## src/rtl/lsu_pkg.sv

```systemverilog
// Shared types and constants for the load/store unit: RISC-V funct3 encodings,
// FSM state type and the default bus timeout.
package lsu_pkg;

  localparam int unsigned LSU_TIMEOUT_DEFAULT = 255;

  localparam logic [2:0] F3_B  = 3'b000;
  localparam logic [2:0] F3_H  = 3'b001;
  localparam logic [2:0] F3_W  = 3'b010;
  localparam logic [2:0] F3_BU = 3'b100;
  localparam logic [2:0] F3_HU = 3'b101;

  typedef enum logic [1:0] {
    IDLE = 2'd0,
    BUS  = 2'd1,
    RESP = 2'd2
  } lsu_state_t;

endpackage

```

## src/rtl/load_store_unit_if.sv

```systemverilog
// Data-memory valid/ready bus between the load/store unit (master) and memory (slave).
interface load_store_unit_if #(
  parameter int N = 32
);
  logic         mem_valid;
  logic         mem_we;
  logic [N-1:0] mem_addr;
  logic [N-1:0] mem_wdata;
  logic [3:0]   mem_be;
  logic         mem_ready;
  logic [N-1:0] mem_rdata;
  logic         mem_err;

  modport master (
    output mem_valid, mem_we, mem_addr, mem_wdata, mem_be,
    input  mem_ready, mem_rdata, mem_err
  );

  modport slave (
    input  mem_valid, mem_we, mem_addr, mem_wdata, mem_be,
    output mem_ready, mem_rdata, mem_err
  );
endinterface

```

## src/rtl/lsu_align.sv

```systemverilog
// Combinational byte-lane logic: request-side enables/replication/legality and
// response-side load shift with sign or zero extension.
module lsu_align
  import lsu_pkg::*;
(
  input  logic [2:0]  req_funct3_i,
  input  logic        req_we_i,
  input  logic [1:0]  req_off_i,
  input  logic [31:0] req_wdata_i,
  output logic [3:0]  be_o,
  output logic [31:0] wdata_o,
  output logic        err_o,
  input  logic [2:0]  rsp_funct3_i,
  input  logic [1:0]  rsp_off_i,
  input  logic [31:0] rdata_i,
  output logic [31:0] rdata_o
);

  logic        legal;
  logic        misaligned;
  logic [31:0] shifted;

  // NOTE: every output of an always_comb gets a default first so no path leaves it unassigned (no latch).
  always_comb begin
    be_o       = 4'b0000;
    wdata_o    = req_wdata_i;
    misaligned = 1'b0;
    case (req_funct3_i[1:0])
      2'b00: begin
        be_o    = 4'b0001 << req_off_i;
        wdata_o = {4{req_wdata_i[7:0]}};
      end
      2'b01: begin
        be_o       = 4'b0011 << req_off_i;
        wdata_o    = {2{req_wdata_i[15:0]}};
        misaligned = req_off_i[0];
      end
      2'b10: begin
        be_o       = 4'b1111;
        misaligned = (req_off_i != 2'b00);
      end
      default: ;
    endcase

    if (req_we_i) legal = req_funct3_i inside {F3_B, F3_H, F3_W};
    else          legal = req_funct3_i inside {F3_B, F3_H, F3_W, F3_BU, F3_HU};

    err_o = !legal || misaligned;
  end

  always_comb begin
    shifted = rdata_i >> {rsp_off_i, 3'b000};
    case (rsp_funct3_i)
      F3_B:    rdata_o = {{24{shifted[7]}}, shifted[7:0]};
      F3_H:    rdata_o = {{16{shifted[15]}}, shifted[15:0]};
      F3_BU:   rdata_o = {24'b0, shifted[7:0]};
      F3_HU:   rdata_o = {16'b0, shifted[15:0]};
      default: rdata_o = shifted;
    endcase
  end

endmodule

```

## src/rtl/load_store_unit.sv

```systemverilog
// Multi-cycle load/store unit: accepts one core request, runs one data-memory
// bus transaction (or rejects it), and returns a one-cycle extended response.
module load_store_unit
  import lsu_pkg::*;
#(
  parameter int          N       = 32,
  parameter int unsigned TIMEOUT = LSU_TIMEOUT_DEFAULT
) (
  input  logic          clk,
  input  logic          rst_n,
  input  logic          req_valid,
  input  logic          req_we,
  input  logic [2:0]    req_funct3,
  input  logic [N-1:0]  req_addr,
  input  logic [N-1:0]  req_wdata,
  output logic          req_ready,
  output logic          stall,
  output logic          rsp_valid,
  output logic [N-1:0]  rsp_rdata,
  output logic          rsp_err,
  load_store_unit_if.master mem
);

  localparam logic [15:0] TIMEOUT_LAST = 16'(TIMEOUT - 1);

  lsu_state_t   state_q, state_d;
  logic         we_q, we_d;
  logic [2:0]   funct3_q, funct3_d;
  logic [1:0]   off_q, off_d;
  logic [N-1:0] addr_q, addr_d;
  logic [3:0]   be_q, be_d;
  logic [N-1:0] wdata_q, wdata_d;
  logic [15:0]  cnt_q, cnt_d;
  logic         rsp_err_q, rsp_err_d;
  logic [N-1:0] rsp_rdata_q, rsp_rdata_d;

  logic [3:0]   al_be;
  logic [31:0]  al_wdata;
  logic         al_err;
  logic [31:0]  al_rdata;

  lsu_align u_align (
    .req_funct3_i (req_funct3),
    .req_we_i     (req_we),
    .req_off_i    (req_addr[1:0]),
    .req_wdata_i  (req_wdata),
    .be_o         (al_be),
    .wdata_o      (al_wdata),
    .err_o        (al_err),
    .rsp_funct3_i (funct3_q),
    .rsp_off_i    (off_q),
    .rdata_i      (mem.mem_rdata),
    .rdata_o      (al_rdata)
  );

  always_comb begin
    state_d     = state_q;
    we_d        = we_q;
    funct3_d    = funct3_q;
    off_d       = off_q;
    addr_d      = addr_q;
    be_d        = be_q;
    wdata_d     = wdata_q;
    cnt_d       = cnt_q;
    rsp_err_d   = rsp_err_q;
    rsp_rdata_d = rsp_rdata_q;

    case (state_q)
      IDLE: begin
        if (req_valid) begin
          we_d     = req_we;
          funct3_d = req_funct3;
          off_d    = req_addr[1:0];
          addr_d   = {req_addr[N-1:2], 2'b00};
          be_d     = al_be;
          wdata_d  = al_wdata;
          cnt_d    = '0;
          if (al_err) begin
            // Rejected requests answer straight away without touching the bus.
            state_d     = RESP;
            rsp_err_d   = 1'b1;
            rsp_rdata_d = '0;
          end else begin
            state_d = BUS;
          end
        end
      end
      BUS: begin
        if (mem.mem_ready) begin
          state_d     = RESP;
          rsp_err_d   = mem.mem_err;
          rsp_rdata_d = (we_q || mem.mem_err) ? '0 : al_rdata;
        end else begin
          cnt_d = cnt_q + 16'd1;
          if (cnt_q == TIMEOUT_LAST) begin
            state_d     = RESP;
            rsp_err_d   = 1'b1;
            rsp_rdata_d = '0;
          end
        end
      end
      RESP: begin
        state_d     = IDLE;
        rsp_err_d   = 1'b0;
        rsp_rdata_d = '0;
      end
      default: state_d = IDLE;
    endcase
  end

  // NOTE: sequential state uses non-blocking assignments so every register samples pre-edge values.
  always_ff @(posedge clk or negedge rst_n) begin
    if (!rst_n) begin
      state_q     <= IDLE;
      we_q        <= 1'b0;
      funct3_q    <= 3'b000;
      off_q       <= 2'b00;
      addr_q      <= '0;
      be_q        <= 4'b0000;
      wdata_q     <= '0;
      cnt_q       <= '0;
      rsp_err_q   <= 1'b0;
      rsp_rdata_q <= '0;
    end else begin
      state_q     <= state_d;
      we_q        <= we_d;
      funct3_q    <= funct3_d;
      off_q       <= off_d;
      addr_q      <= addr_d;
      be_q        <= be_d;
      wdata_q     <= wdata_d;
      cnt_q       <= cnt_d;
      rsp_err_q   <= rsp_err_d;
      rsp_rdata_q <= rsp_rdata_d;
    end
  end

  assign req_ready     = (state_q == IDLE);
  assign stall         = ((state_q == IDLE) && req_valid) || (state_q == BUS);
  assign rsp_valid     = (state_q == RESP);
  assign rsp_err       = rsp_err_q;
  assign rsp_rdata     = rsp_rdata_q;
  assign mem.mem_valid = (state_q == BUS);
  assign mem.mem_we    = we_q;
  assign mem.mem_addr  = addr_q;
  assign mem.mem_wdata = wdata_q;
  assign mem.mem_be    = be_q;

endmodule

```

## src/flat_wrapper.sv

```systemverilog
// flat-port wrapper written by rule: the top's interface ports become plain ports
module load_store_unit_flat import lsu_pkg::*;
#(
  parameter int          N       = 32,
  parameter int unsigned TIMEOUT = LSU_TIMEOUT_DEFAULT
)
  (clk, rst_n, req_valid, req_we, req_funct3, req_addr, req_wdata, req_ready, stall, rsp_valid, rsp_rdata, rsp_err, mem_mem_valid, mem_mem_we, mem_mem_addr, mem_mem_wdata, mem_mem_be, mem_mem_ready, mem_mem_rdata, mem_mem_err);
  load_store_unit_if #(.N(N)) mem_i ();
  input  logic clk;
  input  logic rst_n;
  input  logic req_valid;
  input  logic req_we;
  input  logic [2:0] req_funct3;
  input  logic [N-1:0] req_addr;
  input  logic [N-1:0] req_wdata;
  output logic req_ready;
  output logic stall;
  output logic rsp_valid;
  output logic [N-1:0] rsp_rdata;
  output logic rsp_err;
  output wire logic [$bits(mem_i.mem_valid)-1:0] mem_mem_valid;
  output wire logic [$bits(mem_i.mem_we)-1:0] mem_mem_we;
  output wire logic [$bits(mem_i.mem_addr)-1:0] mem_mem_addr;
  output wire logic [$bits(mem_i.mem_wdata)-1:0] mem_mem_wdata;
  output wire logic [$bits(mem_i.mem_be)-1:0] mem_mem_be;
  input wire logic [$bits(mem_i.mem_ready)-1:0] mem_mem_ready;
  input wire logic [$bits(mem_i.mem_rdata)-1:0] mem_mem_rdata;
  input wire logic [$bits(mem_i.mem_err)-1:0] mem_mem_err;
  assign mem_mem_valid = mem_i.mem_valid;
  assign mem_mem_we = mem_i.mem_we;
  assign mem_mem_addr = mem_i.mem_addr;
  assign mem_mem_wdata = mem_i.mem_wdata;
  assign mem_mem_be = mem_i.mem_be;
  assign mem_i.mem_ready = mem_mem_ready;
  assign mem_i.mem_rdata = mem_mem_rdata;
  assign mem_i.mem_err = mem_mem_err;
  load_store_unit #(.N(N), .TIMEOUT(TIMEOUT)) u_core (.clk(clk), .rst_n(rst_n), .req_valid(req_valid), .req_we(req_we), .req_funct3(req_funct3), .req_addr(req_addr), .req_wdata(req_wdata), .req_ready(req_ready), .stall(stall), .rsp_valid(rsp_valid), .rsp_rdata(rsp_rdata), .rsp_err(rsp_err), .mem(mem_i));
endmodule
```

## config.mk

```make
export PLATFORM = sky130hd
export DESIGN_NAME = load_store_unit_flat
export DESIGN_NICKNAME = d
export VERILOG_FILES = /design/src/rtl/lsu_pkg.sv /design/src/rtl/load_store_unit_if.sv /design/src/rtl/lsu_align.sv /design/src/rtl/load_store_unit.sv /design/src/flat_wrapper.sv
export SDC_FILE = /design/constraint.sdc
export NUM_CORES = 1
export LEC_CHECK = 0
export CORE_MARGIN = 3
export CORE_UTILIZATION = 50
export CTS_CLUSTER_DIAMETER = 120
export DETAILED_ROUTE_END_ITERATION = 16
export HOLD_SLACK_MARGIN = 0.1
export PLACE_DENSITY = 0.85
export SYNTH_ARGS = -nofsm -noshare
export SYNTH_HDL_FRONTEND = slang
export SYNTH_SLANG_ARGS = --single-unit
```

## constraint.sdc

```tcl
create_clock -name clk -period 4.77 [get_ports clk]
set_input_delay 0.954 -clock clk [delete_from_list [all_inputs] [get_ports clk]]
set_output_delay 0.954 -clock clk [all_outputs]
set_load 0.01 [all_outputs]
```

==> out/qor.csv <==
stage;metric;value;unit
clocking;cts_root_buf;clkbuf_16;
detailed_routing;drtIter0Drc;876;
clocking;ctsResizeCount;0;
synth;yosysSeqAreaShare;0.496;
cells_and_area;fin_nets;986;
pwr;switchingPower;1.84;mW
grt;grt_overflow;0;
placement;gp_congestion;0.932;
setup_path;r2r_cells;5;
timing;slew_viol_final;0;
timing;grt_setup_unrepaired;no;
setup_path;ff2ff_setup_slack;1.99;ns
setup_path;path_max_fanout;23;
grt;antenna_found_initial;0;
die;die_area;0.0138;sq mm
clocking;cts_buffer_depth;2;
synth;yosys.area.top_type_share;0.496;
cells_and_area;multi_input_area;0.00277;sq mm
setup_path;crit_required;5.02;ns
timing;post-route-period-util;0.726;
pwr;p_sw_frac;0.355;
detailed_routing;ant_nets;0;
grt;grt_max_degree;79;
die;dieWidth;117;um
timing;relSlewSlack;0.157;
pwr;power.total;5.19;mW
clocking;clock_latency;0.41;ns
clocking;cts_tree;built;
setup_path;path_class;input port to register;
timing;worst_slew_pin_slew;1.26;ns
pwr;power_frac_comb;0.403;
timing;fmax;0.289;GHz
die;die_h;117;um
grt;grtUsageTotal;0.284;
synth;syn_inst;681;
detailed_routing;wl;19500;um
cells_and_area;regArea;0.00308;sq mm
setup_path;crit_path_start_kind;input port;
detailed_routing;post_drt_via_cell_ratio;5.76;
timing;period_minus_slack;3.46;ns
synth;ys_ff_latch;123;
die;initial_utilization;0.514;
clocking;clkTransAtPathRegs;0.06;ns
pwr;clkPwrFrac;0.268;
pwr;p_leak;3.85;nW
cells_and_area;fillers;822;
grt;grt_pass1_vias;6278;
cells_and_area;final_common_cell;clkdlybuf4s50_1;
grt;grt_pass1_wl;31900;um
die;io-pin-count;211;
synth;synth.area.top_cells;dfrtp_1 50%, nand2_1 10%, a22oi_1 4.0%;
detailed_routing;post_drt_wl_per_cell;18.5;um
clocking;holdBufCountCts;0;
synth;netlist_area;0.00620;sq mm
detailed_routing;drc;0;
die;num_rows;40;
timing;setup_viol_count_final;0;
clocking;cts_setup_buffers;0;
pwr;internal_power;3.35;mW
setup_path;end_kind;register;
clocking;tritoncts.num_buffers;17;
job;maxCapViolations;0;
cells_and_area;layout_common_cells;207 x clkdlybuf4s50_1, 167 x nand2_1, 123 x dfrtp_1;
pwr;max-vdd-ir-drop;0.372;mV
placement;portBuffers;208;
min_path;worstHoldPathCells;2;
synth;synth.avg_cell_area;9.11;sq um
pwr;p_seq_frac;0.329;
synth;ys_types;53;
timing;finClkSkew;0.00872;ns
clocking;htreeDepth;4;
synth;synth_warnings;0;
cells_and_area;drive_gt1_frac;0.0721;
detailed_routing;num_vias;6089;
synth;synthArstFlopShare;1.00;
min_path;min_path_type;register to register;
synth;synth_edf_count;0;
placement;dp_hpwl;13700;um
synth;synth_ff_type;dfrtp_1;
timing;hold_viol;0;
detailed_routing;dr.pass1.iters;6;
pwr;power.density;575;mW/mm^2
die;core;0.0121;sq mm
cells_and_area;areaGrowthSynthToFinish;45.4;%
outcome;outcome;finished, final reports clean;
timing;fin_setup_tns;0;ns
setup_path;crit_arrival;3.71;ns
synth;yosysTopAreaCell;dfrtp_1;
clocking;cts.sinks;123;
synthesized netlist by cell type (6+ instances only):
library cell,n
clkbuf_1,31
mux2_2,7
a221oi_1,6
a22oi_1,33
inv_1,48
o221ai_1,7
mux2i_1,12
nor3_1,8
dfrtp_1,123
mux4_2,7
or4_1,7
nand2_1,168
ha_1,6
o21ai_0,31
o211ai_1,18
o2111ai_1,9
or3_1,6
a21oi_1,32
nor2_1,43
o31ai_1,17
path summary, 6_finish.rpt:
| kind | start | to |
|---|---|---|
| worst max register to register | u_core.cnt_q[8]$_DFFE_PN0P_ | u_core.rsp_rdata[12]$_DFFE_PN0P_ |
| max in group asynchronous | rst_n | u_core.mem.mem_wdata[11]$_DFFE_PN0P_ |
| worst min register to register | u_core.mem.mem_addr[16]$_DFFE_PN0P_ | u_core.mem.mem_addr[16]$_DFFE_PN0P_ |
| min in group asynchronous | rst_n | u_core.rsp_rdata[2]$_DFFE_PN0P_ |
| worst min-delay path | u_core.mem.mem_addr[16]$_DFFE_PN0P_ | u_core.mem.mem_addr[16]$_DFFE_PN0P_ |
| worst max-delay path | req_funct3[1] | u_core.rsp_rdata[12]$_DFFE_PN0P_ |
worst max-delay path, cell delays in order:
cell             delay [ns]
clkdlybuf4s50_1        0.54
inv_1                  0.14
ha_1                   0.38
nor2_1                 0.15
buf_4                  0.24
o21ai_0                0.17
a32oi_4                0.69
buf_4                  0.31
o2111ai_1              0.13
metal layers:
layer  GRT usage  vias to the layer above  share of wire
met4       0.108                        0          0.031
met2       0.485                      334           0.50
met3       0.104                       51           0.10
met1       0.328                     2925           0.37
met5           0                        -              0
li1            -                     2779              -
state kept, by name (all words and copies together), names as in the netlist:
register              count
u_core.mem.mem_be         4
u_core.off_q              2
u_core.mem.mem_we         1
u_core.funct3_q           3
u_core.rsp_rdata         32
u_core.mem.mem_wdata     32
u_core.mem.mem_addr      30
u_core.cnt_q             16
u_core.state_q            2
u_core.rsp_err            1
cells by family (layout without fill, tap and decap cells):
group                      Yosys count  in the layout  synth area share
AOI/OAI and AO/OA                  167            167             0.185
xor gates and xnor gates             1              1           0.00141
adders and majority gates            6              6            0.0121
buffers and inverters               90            296            0.0597
DFF                                123            123             0.496
muxes                               26             26            0.0575
other                                1              3          0.000604
and+or+nand+nor                    267            267             0.188
per-stage QoR:
step                utilization  worst slack [ns]  area (sq um)  hold slack (ns)  cells
floorplan                     -              2.18          6210            0.493    682
global placement          0.694              1.05          8380            0.457   1024
detailed placement        0.694             0.932          8380            0.463   1024
CTS                       0.748              1.35          9020            0.476   1056
global route              0.748              1.10          9020            0.493   1056
finish                    0.748              1.31          9020            0.472   1057
area by class of cell:
cell class / instances / area share
antenna: 1 / 0.000277
clock buffer: 19 / 0.0502
clock inverter: 13 / 0.0212
inverter: 48 / 0.0200
multi-input combinational: 469 / 0.307
sequential: 123 / 0.341
tap: 168 / 0.0233
timing repair buffer: 216 / 0.237
power by group through the flow:
stage	logic [mW]	clock network (mW)	registers (mW)
floorplan	0.927	0	1.79
global placement	2.03	0	1.69
detailed placement	2.08	0	1.71
CTS	2.10	1.41	1.70
global route	2.27	1.46	1.76
finish	2.09	1.39	1.71
(Power assumes the default switching activity.)
==> RTL edit 1: new RTL, config.mk and constraints unchanged <==
Remove the case item `2'b00` of the case on `req_funct3_i[1:0]`.
--- a/src/rtl/lsu_align.sv
+++ b/src/rtl/lsu_align.sv
@@ -28,6 +28,2 @@
     case (req_funct3_i[1:0])
-      2'b00: begin
-        be_o    = 4'b0001 << req_off_i;
-        wdata_o = {4{req_wdata_i[7:0]}};
-      end
       2'b01: begin
Formal check against the unedited RTL: not equivalent (a bounded check fails within 4 cycles, from zero or initial values and one cycle with rst_n low).
==> RTL edit 1 against the original RTL <==
  * Wire length down 11%
  * Largest power group is now registers
  * Die area down 6.2%
  * Setup slack improved by 300 ps
  * First-iteration DRC count fell by 53%
  * Sequential cell count unchanged
  * Final area is 5.9% lower
  * Sequential share of layout area grew 2.1 points
  * Register-to-register slack gained 190 ps
  * Fmax rose by 9.3%
  * Synthesized cell count shrank 13%
  * Power fell by 22%
  * Area after synthesis is 6.5% lower
  * Via count shrank 14%
==> RTL edit 1: results (changes against the original RTL) <==
The largest stage delay on the critical path is 550 ps (-140 ps). The share of layout cells above drive strength 1 is 9.24% (+2.0 points). The largest net degree at the start of global routing is 96 (+22%). The slowest cell on the critical path is sky130_fd_sc_hd__clkdlybuf4s50_1. Ranked by total cell area, the synthesized netlist is headed by sky130_fd_sc_hd__dfrtp_1, sky130_fd_sc_hd__nand2_1, sky130_fd_sc_hd__mux2i_1. The distinct cell type count after synthesis came out at 52 (-1.9%).

The overall track demand over capacity in global routing is 27.7% (-0.74 points). The reg-to-reg critical path endpoint is u_core.rsp_rdata[17]$_DFFE_PN0P_. The routability-driven placement congestion ratio is 0.871 (-6.6%). The post-detailed-placement half-perimeter wirelength came out at 12200 um (-11%). The flow ran to the end, and the final reports show no timing, DRC or antenna violations. The proportion of synthesized area in mux cells is 7.55% (+1.8 points).

The number of antenna violations at the first check in global routing was 1 (+1). The initial DRC count came to 416 (-53%). The startpoint identified for the worst register-to-register timing path is u_core.off_q[1]$_DFFE_PN0P_. The slew at the pin closest to its max-slew limit is 1210 ps (-49.0 ps). The largest vdd supply drop came out at 336 uV (-9.8%).

The number of iterations in the first detailed-routing pass came out at 5 (-1). The cell area after placement came to 0.00790 mm2 (-5.7%). The wire length of the first global-routing pass came out at 28000 um (-12%).

The final net count came out at 901 (-8.6%). The fraction of the yosys area taken by sequential cells came to 53.1% (+3.4 points). The setup slack of the worst register-to-register path came out at 2180 ps (+190 ps). The post-synthesis xor/xnor area fraction came out at 1.66% (+1.5 points). The total number of vias is 5222 (-14%). The path category of the worst min-delay check is input port to async pin. The worst-case clock skew is 5.46 ps (-3.27 ps). The number of cells on the worst reg-to-reg path came out at 4 (-1). The largest fanout on the critical path was 4 (-83%). The worst slack at placement came out at 1260 ps (+330 ps). The aggregate routed wire length came out at 17400 um (-11%). The adder-cell area share of the yosys netlist is 1.29% (+0.084 points). The area fraction in compound gates after synthesis is 12.3% (-6.2 points). After synthesis, the most frequently instantiated cells are sky130_fd_sc_hd__nand2_1, sky130_fd_sc_hd__dfrtp_1, sky130_fd_sc_hd__o21ai_0. The number of global-route vias before repair came out at 5480 (-13%).

The data arrival time of the critical path came out at 2210 ps (-1500 ps).
-- RTL edit 1: cell count changes after synthesis, sizes merged, moves of 8 or more --
| cell | unedited run | this run |
|---|---|---|
| a22oi | 33 | 1 |
| nand2 | 168 | 196 |
| a221o | 0 | 16 |
| a22o | 0 | 12 |
| inv | 48 | 14 |
| o31ai | 17 | 0 |
| o2bb2ai | 0 | 8 |
| o211ai | 18 | 2 |
| nor2 | 43 | 21 |
| mux2i | 12 | 28 |
| a21oi | 32 | 10 |
| o2111ai | 9 | 1 |
-- RTL edit 1: area by class of cell --
cell class              count  area (um2)  share of cell area [%]
diodes                      1        2.50                  0.0295
clock buffers              23         478                    5.63
clock inverters             7         115                    1.36
inverters                  14        52.6                   0.619
multi-input cells         420        2470                    29.0
flip-flops and latches    123        3080                    36.2
well taps                 140         175                    2.06
repair buffers            214        2120                    25.0
-- RTL edit 1: kinds of logic (layout without fill, tap and decap cells) --
kind of cell / Yosys count / in the layout
flops: 123 / 123
compound gates: 97 / 97
simple gates: 262 / 262
mux: 42 / 42
xor+xnor: 11 / 11
fa+ha+maj: 6 / 6
buf+inv: 51 / 258
other cells: 1 / 3
-- RTL edit 1: per-stage QoR --
stage / cells / hold WS (ps) / power (uW)
2_1_floorplan: 594 / 501 / 2040
3_3_place_gp: 911 / 457 / 2670
3_5_place_dp: 911 / 461 / 2720
4_1_cts: 941 / 466 / 4050
5_1_grt: 942 / 476 / 4230
6_report: 942 / 457 / 4030
-- RTL edit 1: worst max path at each step --
| stage | cells past startpoint | endpoint | slack (ps) |
|---|---|---|---|
| 4_1_cts | 4 | stall | 1590 |
| 2_1_floorplan | 9 | u_core.rsp_rdata[17]$_DFFE_PN0P_ | 2140 |
| 6_report | 4 | stall | 1600 |
| 3_3_place_gp | 9 | u_core.rsp_rdata[26]$_DFFE_PN0P_ | 1370 |
| 5_1_grt | 9 | u_core.rsp_rdata[17]$_DFFE_PN0P_ | 1560 |
| 3_5_place_dp | 9 | u_core.rsp_rdata[27]$_DFFE_PN0P_ | 1260 |
-- RTL edit 1: routing by layer --
layer	up-vias	share of wire [%]	routed length, um	global-route usage [%]
met2	262	50	8770	46.3
met5	-	0	0	0
met3	36	9.1	1580	9.23
met4	0	2.7	475	12.6
li1	2406	-	-	-
met1	2518	38	6600	32.3
-- RTL edit 1: report_power, final --
part / leakage (uW) / switching (uW) / internal (uW)
Combinational: 0.00200 / 638 / 652
Clock: 0.000285 / 445 / 855
Sequential: 0.00160 / 173 / 1260
==> RTL edit 2: new RTL, same settings <==
Made on the original files. `LSU_TIMEOUT_DEFAULT`: 255 -> 128.
--- a/src/rtl/lsu_pkg.sv
+++ b/src/rtl/lsu_pkg.sv
@@ -4,3 +4,3 @@
 
-  localparam int unsigned LSU_TIMEOUT_DEFAULT = 255;
+  localparam int unsigned LSU_TIMEOUT_DEFAULT = 128;
 
Behaviour: same outputs for any inputs over 4 cycles, from zero or initial values and one cycle with rst_n low; that may be too few to reach the edited logic, so the function may still have changed.
==> RTL edit 2 against the original RTL <==
  * Clock power shrank 5%
  * Highest routed layer unchanged
  * Sequential cell count is the same
  * Wire length shrank 8.1%
  * Area after synthesis shrank 6.1%
  * Non-clock buffer count shrank 1
  * Final area shrank 5.2%
  * Utilization grew 2.1 points
  * Largest cell class unchanged
  * Setup slack gained 32 ps
  * First-iteration DRC count shrank 52%
  * Count of clock-buffer cells in the layout grew 4
  * Worst hold slack lost 3.3 ps
  * Final cell count shrank 7.8%
  * Power shrank 5.5%
==> RTL edit 2: results (changes against the original RTL) <==
The largest stage delay on the critical path is 620 ps (-70 ps). The share of layout cells above drive strength 1 came out at 6.71% (-0.50 points). The multi-input gate count is 459 (-2.1%). The number of fill cells came out at 762 (-7.3%). The cell type group with the largest total delay on the critical path is simple AND/OR/NAND/NOR gates. The met2 usage is 47.4% (-1.1 points). The fraction of the yosys area taken by sequential cells came out at 52.8% (+3.2 points). The global-route track usage on met3 came out at 9.39% (-1.0 points). The largest fanout on the critical path is 32 (+39%). The number of antenna diodes came to 0 (-1). The flow ran to the end, and the final reports show no timing, DRC or antenna violations. The reg-to-reg critical path endpoint is u_core.rsp_rdata[18]$_DFFE_PN0P_. The initial DRC count is 423 (-52%). The combinational share of power is 40.1% (-0.2 points). The clock network area share came out at 7.02% (-0.12 points). In the post-synthesis netlist, the biggest area contributors are sky130_fd_sc_hd__dfrtp_1, sky130_fd_sc_hd__nand2_1, sky130_fd_sc_hd__a21oi_1. The distinct cell type count after synthesis came to 48 (-9.4%).

The total number of vias is 5567 (-8.6%). The most critical setup path has its endpoint at u_core.rsp_rdata[15]$_DFFE_PN0P_. The hold path startpoint is u_core.mem.mem_be[0]$_DFFE_PN0P_. The net switching power is 1700 uW (-7.5%). The routability-driven placement congestion ratio came out at 0.889 (-4.7%). The setup slack of the worst register-to-register path is 2280 ps (+290 ps). The slowest cell on the critical path is sky130_fd_sc_hd__or4_1.

The wire length of the first global-routing pass was 28800 um (-9.5%). The largest vdd supply drop is 323 uV (-13%). The synthesized area per cell is 9.26 um2 (+1.6%). The post-detailed-placement half-perimeter wirelength was 12700 um (-7.0%). The number of clock buffers in the layout is 23 (+4). The fraction of power consumed by sequential logic came out at 33.0% (about the same). The area of the multi-input gates is 0.00254 mm2 (-8.1%). The cell leakage power is 0.00384 uW (-0.24%). The final net count is 933 (-5.4%). The met1 track demand over resource is 32.8% (+0.066 points). The worst-case clock skew came out at 9.00 ps (+0.278 ps). The non-clock buffer area fraction after layout was 24.9% (+1.2 points). In this run the critical register-to-register path is launched from u_core.off_q[1]$_DFFE_PN0P_.
==> RTL edit 2: cell types whose count changed after synthesis, sizes merged, moves of 9 or more <==
cell	delta
a21oi	+25
a22o	+15
a22oi	-33
inv	-41
o2111ai	-9
o211ai	-15
o21ai	+10
o2bb2ai	+17
o31ai	-17
xor2	+9
==> RTL edit 2: logic make-up after synthesis <==
family          Yosys count  synth area share (%)
fa+ha+maj                 5                  1.07
xor+xnor                 12                  1.80
mux                      26                  4.66
other cells               1                0.0644
compound gates          152                  16.5
buf+inv                  48                  3.70
simple gates            262                  19.4
flops                   123                  52.8
==> RTL edit 2: per-stage QoR <==
stage               setup slack, ps  total power, uW  cell area (um2)
floorplan                      2070             2590             5830
detailed placement             1030             3570             7950
finish                         1340             4900             8550
CTS                            1410             4910             8550
global route                   1220             5180             8550
global placement               1120             3500             7950
==> RTL edit 2: metal layers <==
metal | vias up | part of all wire (%)
met5 | - | 0
met4 | 0 | 2.8
met3 | 38 | 9.4
met2 | 279 | 51
met1 | 2708 | 37
li1 | 2542 | -
